**config.mk**
```make
export PLATFORM = sky130hd
export DESIGN_NAME = muller_c_array
export DESIGN_NICKNAME = d
export VERILOG_FILES = /design/src/rtl/muller_c_pkg.sv /design/src/rtl/muller_c_channel.sv /design/src/rtl/muller_c_array.sv
export SDC_FILE = /design/constraint.sdc
export NUM_CORES = 1
export LEC_CHECK = 0
export CAP_MARGIN = 20
export CORE_MARGIN = 5
export CORE_UTILIZATION = 55
export CTS_BUF_LIST = sky130_fd_sc_hd__clkbuf_8
export DETAILED_ROUTE_END_ITERATION = 6
export PLACE_DENSITY = 0.9
export REMOVE_ABC_BUFFERS = 1
export SYNTH_ARGS = -nofsm -noshare
export SYNTH_HDL_FRONTEND = slang
export SYNTH_SLANG_ARGS = --single-unit
```
**constraint.sdc**
```tcl
create_clock -name clk -period 2.45 [get_ports clk]
set_clock_uncertainty 0.1 [all_clocks]
set_input_delay 0.245 -clock clk [delete_from_list [all_inputs] [get_ports clk]]
set_output_delay 0.245 -clock clk [all_outputs]
set_load 0.005 [all_outputs]
```
**src/rtl/muller_c_pkg.sv**
```systemverilog
// muller_c_pkg: shared state type, default parameters and width helper for the C-element bank
package muller_c_pkg;

    typedef enum logic {C_LOW, C_HIGH} c_state_t;

    localparam int NCH_DEF       = 2;
    localparam int NIN_DEF       = 3;
    localparam int CNTW_DEF      = 8;
    localparam int STALL_CYC_DEF = 16;

    function automatic int stall_w(input int stall_cyc);
        return $clog2(stall_cyc + 1);
    endfunction

endpackage

```
**src/rtl/muller_c_channel.sv**
```systemverilog
// muller_c_channel: one synchronous Muller C-element with toggle pulse, saturating transition count and stall detector
module muller_c_channel
    import muller_c_pkg::*;
#(
    parameter int   NIN       = NIN_DEF,
    parameter int   CNTW      = CNTW_DEF,
    parameter int   STALL_CYC = STALL_CYC_DEF,
    parameter logic INIT      = 1'b0
) (
    input  logic            clk,
    input  logic            rst_n,
    input  logic            en_i,
    input  logic [NIN-1:0]  in_i,
    input  logic [NIN-1:0]  mask_i,
    input  logic            cnt_clr_i,
    output logic            c_o,
    output logic            toggle_o,
    output logic            stall_o,
    output logic [CNTW-1:0] cnt_o
);

    localparam int              SW      = stall_w(STALL_CYC);
    localparam logic [SW-1:0]   STL_MAX = SW'(STALL_CYC);
    localparam logic [CNTW-1:0] CNT_MAX = {CNTW{1'b1}};

    c_state_t        state_q, state_d;
    logic            toggle_q, toggle_d;
    logic [CNTW-1:0] cnt_q, cnt_d;
    logic [SW-1:0]   stl_q, stl_d;
    logic [NIN-1:0]  m_eff;
    logic            rise, fall, unan;

    // A fully masked channel must behave symmetrically, so an all-ones mask is treated as no mask.
    // Evaluation is held off (en_i low) until the synchroniser carries real data after reset.
    always_comb begin
        m_eff    = (&mask_i) ? '0 : mask_i;
        rise     = &in_i;
        fall     = ~|(in_i & ~m_eff);
        unan     = (state_q == C_HIGH) ? ((&(in_i | m_eff)) | fall) : (rise | ~|in_i);
        state_d  = state_q;
        if (en_i && state_q == C_LOW && rise)
            state_d = C_HIGH;
        else if (en_i && state_q == C_HIGH && fall)
            state_d = C_LOW;
        toggle_d = (state_d != state_q);
        cnt_d    = cnt_clr_i ? '0 : (toggle_d && cnt_q != CNT_MAX) ? cnt_q + CNTW'(1) : cnt_q;
        stl_d    = (!en_i || unan) ? '0 : (stl_q == STL_MAX) ? stl_q : stl_q + SW'(1);
    end

    // Channel state, event pulse and both counters; reset forces the initial level with no pulse.
    always_ff @(posedge clk or negedge rst_n) begin
        if (!rst_n) begin
            state_q  <= c_state_t'(INIT);
            toggle_q <= 1'b0;
            cnt_q    <= '0;
            stl_q    <= '0;
        end else begin
            state_q  <= state_d;
            toggle_q <= toggle_d;
            cnt_q    <= cnt_d;
            stl_q    <= stl_d;
        end
    end

    assign c_o      = (state_q == C_HIGH);
    assign toggle_o = toggle_q;
    assign stall_o  = (stl_q == STL_MAX);
    assign cnt_o    = cnt_q;

endmodule

```
**src/rtl/muller_c_array.sv**
```systemverilog
// muller_c_array: bank of NCH synchronised NIN-input Muller C-elements; MULLER_C_ASYM_EN adds plus-only input masks
module muller_c_array
    import muller_c_pkg::*;
#(
    parameter int             NCH       = NCH_DEF,
    parameter int             NIN       = NIN_DEF,
    parameter int             CNTW      = CNTW_DEF,
    parameter int             STALL_CYC = STALL_CYC_DEF,
    parameter logic [NCH-1:0] INIT      = '0
) (
    input  logic                clk,
    input  logic                rst_n,
    input  logic [NCH*NIN-1:0]  io_in,
`ifdef MULLER_C_ASYM_EN
    input  logic [NCH*NIN-1:0]  plus_mask_i,
`endif
    input  logic                cnt_clr_i,
    output logic [NCH-1:0]      c_o,
    output logic [NCH-1:0]      toggle_o,
    output logic [NCH-1:0]      stall_o,
    output logic [NCH*CNTW-1:0] cnt_o
);

    logic [NCH*NIN-1:0] s1_q, s2_q, mask_s;
    logic [1:0]         fill_q;

    // Two-flop synchroniser; fill_q marks when s2 holds post-reset data so no spurious edge is seen.
    always_ff @(posedge clk or negedge rst_n) begin
        if (!rst_n) begin
            s1_q   <= '0;
            s2_q   <= '0;
            fill_q <= '0;
        end else begin
            s1_q   <= io_in;
            s2_q   <= s1_q;
            fill_q <= {fill_q[0], 1'b1};
        end
    end

`ifdef MULLER_C_ASYM_EN
    logic [NCH*NIN-1:0] m1_q, m2_q;

    // The plus-only mask comes from pads too, so it is synchronised exactly like io_in.
    always_ff @(posedge clk or negedge rst_n) begin
        if (!rst_n) begin
            m1_q <= '0;
            m2_q <= '0;
        end else begin
            m1_q <= plus_mask_i;
            m2_q <= m1_q;
        end
    end

    assign mask_s = m2_q;
`else
    assign mask_s = '0;
`endif

    for (genvar k = 0; k < NCH; k++) begin : g_ch
        muller_c_channel #(
            .NIN       (NIN),
            .CNTW      (CNTW),
            .STALL_CYC (STALL_CYC),
            .INIT      (INIT[k])
        ) u_ch (
            .clk       (clk),
            .rst_n     (rst_n),
            .en_i      (fill_q[1]),
            .in_i      (s2_q[k*NIN +: NIN]),
            .mask_i    (mask_s[k*NIN +: NIN]),
            .cnt_clr_i (cnt_clr_i),
            .c_o       (c_o[k]),
            .toggle_o  (toggle_o[k]),
            .stall_o   (stall_o[k]),
            .cnt_o     (cnt_o[k*CNTW +: CNTW])
        );
    end

endmodule

```
* Word-level counts from Yosys, hierarchy flattened *
Index checks and enable logic that the tools add are counted.

word-level totals
  register bits = 44
  input bits = 9
  logic and storage cells = 60
  output and inout bits = 22

operators by class
  reductions and logical operators = 21
  bitwise operators = 4
  $add $sub $neg = 4
  equality and inequality tests = 8
  muxes and demuxes = 12

operator list
  operator             count
  $mux 8               4
  $mux 5               4
  $add 8x1->8 const B  2
  $ne 8x8->1 const B   2
  $add 5x1->5 const B  2
  $eq 5x5->1 const B   2
  $logic_and 1x1->1    10
  $reduce_and 3->1     2
  $reduce_or 3->1      2
  $mux 1               4
  $ne 2x2->1 const B   2
  $reduce_bool 2->1    2
  $logic_not 1->1      3
  $logic_or 1x1->1     2
  $ne 1x1->1           2
  $not 1->1            2
  $or 1x1->1           2

* Depth between registers and ports, before layout *
  word-level depth = 9
  mapped depth = 6
  gate-level depth less buffers = 5

* Cells and area by module *
A second synthesis with hierarchy kept.

unflattened totals
  cells, all modules = 215
  area, all modules = 2172.1 um2

by module, submodules not included
  module                           seq. area each (um2)  area an instance (um2)  instances  cells an instance
  muller_c_channel (g_ch[1].u_ch)  375.4                 913.4                   1          101
  muller_c_channel (g_ch[0].u_ch)  375.4                 900.9                   1          98
  muller_c_array                   350.3                 357.8                   1          16

* Worst setup path before layout *
OpenSTA, ideal clock, no wires.

  kind = flip-flop to flip-flop
  start point = register s2_q[4]
  end point = register g_ch[1].u_ch.cnt_q[0]
  cell stages (with the launch flop) = 5
  slack = 0.562 ns
  data arrival time = 1.661 ns
  setup time = 0.128 ns
  required time = 2.222 ns
  period minus slack after synthesis = 1.888 ns
  path buffers = 0
  cells stage by stage = dfrtp_1 > or4b_4 > a21boi_4 > a21boi_4 > mux2_1

between the ends
  cells in the longest elaborated chain, start to end = 8
  elaborated cells between the ends (all ways) = 10
  classes of those cells = 1 x eq/ne; 2 x mux; 7 x reduce/logical

RTL lines
  what                                  line                    text
  start: declaration                    muller_c_array.sv:24    logic [NCH*NIN-1:0] s1_q, s2_q, mask_s;
  start signal: assignment              muller_c_array.sv:35    s2_q <= s1_q;
  $reduce_or 3->1                       muller_c_channel.sv:38  fall = ~|(in_i & ~m_eff);
  $logic_not 1->1                       muller_c_channel.sv:38
  $logic_and 1x1->1                     muller_c_channel.sv:43  else if (en_i && state_q == C_HIGH && fall)
  $mux 1                                muller_c_channel.sv:43
  $mux 1 *                              muller_c_channel.sv:41  if (en_i && state_q == C_LOW && rise)
  $ne 1x1->1 *                          muller_c_channel.sv:45  toggle_d = (state_d != state_q);
  net g_ch[1].u_ch.toggle_d             muller_c_channel.sv:27  logic toggle_q, toggle_d;
  $logic_and 1x1->1 *                   muller_c_channel.sv:46  cnt_d = cnt_clr_i ? '0 : (toggle_d && cnt_q != CNT_MAX) ? cnt_q + CNTW'(1) : cnt_q;
  $reduce_bool 2->1 (no source line) *  -
  end signal: assignment                muller_c_channel.sv:60  cnt_q <= cnt_d;
  end: declaration                      muller_c_channel.sv:28  logic [CNTW-1:0] cnt_q, cnt_d;

The timed path passes the listed nets; every way through them passes the cells marked *.
A chain may end at the register's enable or synchronous reset.

* Worst setup path in the final report *
  start point = register g_ch[1].u_ch.stl_q[0]
  end point = output stall_o[1]

between the ends
  cells in the longest elaborated chain, start to end = 1

RTL lines
  what                      line                    text
  start: declaration        muller_c_channel.sv:29  logic [SW-1:0] stl_q, stl_d;
  start signal: assignment  muller_c_channel.sv:61  stl_q <= stl_d;
  $eq 5x5->1                muller_c_channel.sv:67  assign stall_o = (stl_q == STL_MAX);
  end: declaration          muller_c_array.sv:20    output logic [NCH-1:0] stall_o,

No other way between the ends.

==> results.sh <==
export IMPL_status="complete, but fails checks"
export IMPL_violations="negative hold slack"
export IMPL_grt_max_degree=45
export IMPL_synthFlopType="dfrtp_1"
export IMPL_cts_root_buffer="clkbuf_8"
export IMPL_cts_sinks=44
export IMPL_hold_slack_ns=-0.0193
export IMPL_drc=0
export IMPL_wl_per_cell_um=14.5
export IMPL_totalWireLength_um=3850
export IMPL_grt_antenna_before_repair=0
export IMPL_start_util=0.566
export IMPL_dieArea_mm2=0.00506
export IMPL_grt_first_pass_wirelength_um=7230
export IMPL_seq_area_frac_synth=0.536
export IMPL_die_h_um=71.1
export IMPL_drive_gt1_frac=0.0780
export IMPL_synthArstFlopShare=1.00
export IMPL_drt_vias_per_instance=5.59
export IMPL_dr_pass1_iters=4
export IMPL_fin_crit_sh=0.887
export IMPL_path_class="reg2out"
export IMPL_dp_hpwl_um=2590
export IMPL_core_mm2=0.00363
export IMPL_hold_class="in2async"
export IMPL_synth_distinct_cells=42
export IMPL_cts_tree="yes"
export IMPL_p_comb_frac=0.057
export IMPL_p_leak_nw=1.05
export IMPL_synth_area_per_cell_um2=10.8
export IMPL_path_clk_slew_ns=0.09
export IMPL_slew_headroom=0.376
export IMPL_ioPinCount=31
export IMPL_startpoint_type="flip-flop"
export IMPL_cts_buffer_depth=2
export IMPL_die_width_um=71.1
export IMPL_crit_arrival_ns=1.83
export IMPL_powerDensity_mw_per_mm2=647
export IMPL_ir_worst_vdd_v=0.000679
export IMPL_place_gp_congestion=0.813
export IMPL_grt_use_total=0.181
export IMPL_postCtsResizedCells=0
export IMPL_htree_levels=2
export IMPL_drv_slew=0
export IMPL_vias=1488
export IMPL_postCtsHoldBufs=0
export IMPL_ys_seq_elements=44
export IMPL_syn_to_final_growth_pct=22.5
export IMPL_synth_cells=190
export IMPL_cp_max_fo=4
export IMPL_synth_edf_count=0
export IMPL_grt_ovfl_total=0
export IMPL_ys_warn_count=0
export IMPL_fin_util=0.693
export IMPL_num_antenna_cells=0
export IMPL_p_clk_frac=0.469
export IMPL_power_switching_uw=325
export IMPL_port_buffers=30
export IMPL_worstMarginPinSlew_ns=0.936
export IMPL_switching_share=0.200
export IMPL_fmax_mhz=460
export IMPL_rsz0062_at_grt="no"
export IMPL_p_int_mw=1.30
export IMPL_cap_violations=0
export IMPL_tns_ns=0
export IMPL_drt_initial_drc_count=141
export IMPL_syn_area_mm2=0.00206
export IMPL_final_hold_viol_count=35
export IMPL_end_kind="output port"
export IMPL_worst_skew_pair_late_latency_ns=0.30
export IMPL_rows=22
export IMPL_seq_power_share=0.474
export IMPL_fin_nets=232
export IMPL_cts_buffers=5
export IMPL_min_period_ns=2.17
export IMPL_setup_violations=0
export IMPL_cts_setup_buffers=0
export IMPL_antenna_left=0
export IMPL_grt_pass1_vias=1581
export IMPL_required_ns=2.11
area by class of cell:
class                      count  area [um^2]
clock inverter                 3         90.1
fill                         265         1120
timing repair buffer          32          310
tap                           48         60.1
clock buffer                   5         68.8
sequential                    44         1100
multi-input combinational    127          861
inverter                       7         26.3
power by group through the flow:
stage          logic, mW  clock network (mW)  registers (mW)
5_1_grt            0.108               0.807           0.777
6_report          0.0929               0.764           0.772
2_1_floorplan     0.0438                   0           0.781
3_3_place_gp      0.0906                   0           0.783
3_5_place_dp      0.0948                   0           0.786
4_1_cts           0.0962               0.777           0.772
stage by stage:
step                      total power, mW  std cells  setup WS, ns  hold WS, ns  instance area (um^2)
final                                1.63        266         0.276      -0.0193                  2520
after global routing                 1.69        266         0.127       0.0752                  2520
after CTS                            1.65        266         0.254       0.0199                  2520
after detailed placement            0.881        258         0.442        0.235                  2360
after global placement              0.874        258         0.510        0.232                  2360
after floorplan                     0.825        178         0.562       -0.151                  1990
flip-flops by register name, summed over array words and instances (netlist names):
name and count:
g_ch.u_ch.cnt_o 16, g_ch.u_ch.stl_q 10, s1_q 6, s2_q 6, fill_q 2, g_ch.u_ch.c_o 2, g_ch.u_ch.toggle_o 2
cell usage after synthesis (2+ instances only):
cell	count	area share
a21boi_4	2	0.018
a311oi_1	3	0.013
nand3_1	10	0.024
a21boi_0	2	0.0073
xnor2_1	4	0.017
nand4_1	2	0.0061
a41oi_1	2	0.0085
and4b_1	3	0.015
a21oi_1	6	0.015
dfrtp_1	44	0.54
ha_1	6	0.037
buf_4	6	0.022
nand2b_1	3	0.0091
nor2b_1	5	0.015
a31oi_1	7	0.021
mux2_1	3	0.016
inv_1	6	0.011
a211oi_1	2	0.0073
nor3_1	6	0.015
clkbuf_1	6	0.011
nand2_1	12	0.022
xor2_1	4	0.017
nor2_1	20	0.037
or3_1	3	0.0091
mux2i_1	4	0.019
nor4bb_1	2	0.0097
nor4b_1	2	0.0085
cell usage in the layout (no fill, tap or decap), types with 2 or more instances in the layout:
cell,netlist,layout
bufinv_16,0,3
nor4b_1,2,2
a31oi_1,7,7
buf_4,6,2
xnor2_1,4,4
xor2_1,4,4
inv_1,6,6
nor3_1,6,6
clkdlybuf4s50_1,0,29
mux2i_1,4,4
or3_1,3,3
mux2_1,3,3
ha_1,6,6
a21boi_4,2,2
nor2_1,20,20
a211oi_1,2,2
nand4_1,2,2
clkbuf_8,0,5
dfrtp_1,44,44
a41oi_1,2,2
a21oi_1,6,6
a311oi_1,3,3
and4b_1,3,3
a21boi_0,2,2
nand2b_1,3,3
nand3_1,10,10
nor2b_1,5,5
nor4bb_1,2,2
nand2_1,12,12
per-layer routing:
| metal | GRT usage | vias up | part of all wire |
|---|---|---|---|
| met5 | 0 | - | 0 |
| met4 | 0.0752 | 0 | 0.021 |
| met3 | 0.0426 | 8 | 0.055 |
| met2 | 0.296 | 37 | 0.48 |
| met1 | 0.231 | 727 | 0.44 |
| li1 | - | 716 | - |
cells by family after synthesis:
logic type	count (synthesis)	synth area share
AND/OR/NAND/NOR	73	0.190
flip-flops	44	0.536
AO/OA/AOI/OAI	31	0.115
buffers and inverters	19	0.0456
XOR/XNOR	8	0.0341
multiplexers	8	0.0414
adder cells (fa/ha/maj)	6	0.0365
other	1	0.00182
path summary, 6_finish.rpt:
check                           slack, ns                     to  cells past startpoint                   from
min in group clk                     0.25                s2_q[4]                      0                s1_q[4]
worst max-delay path                 0.28             stall_o[1]                      5  g_ch[1].u_ch.stl_q[0]
worst min-delay path                -0.02  g_ch[0].u_ch.stl_q[2]                      1                  rst_n
worst max register to register       0.38  g_ch[0].u_ch.cnt_o[5]                      4                s2_q[1]
max in group asynchronous            1.68  g_ch[0].u_ch.cnt_o[0]                      1                  rst_n
worst min register to register       0.25                s2_q[4]                      0                s1_q[4]
critical path, cell delays in order, from the launching register on:
cell and delay, ns:
dfrtp_1 0.41, inv_1 0.10, ha_1 0.14, nor4bb_1 0.20, buf_4 0.19, clkdlybuf4s50_1 0.50
(Power assumes the default switching activity.)
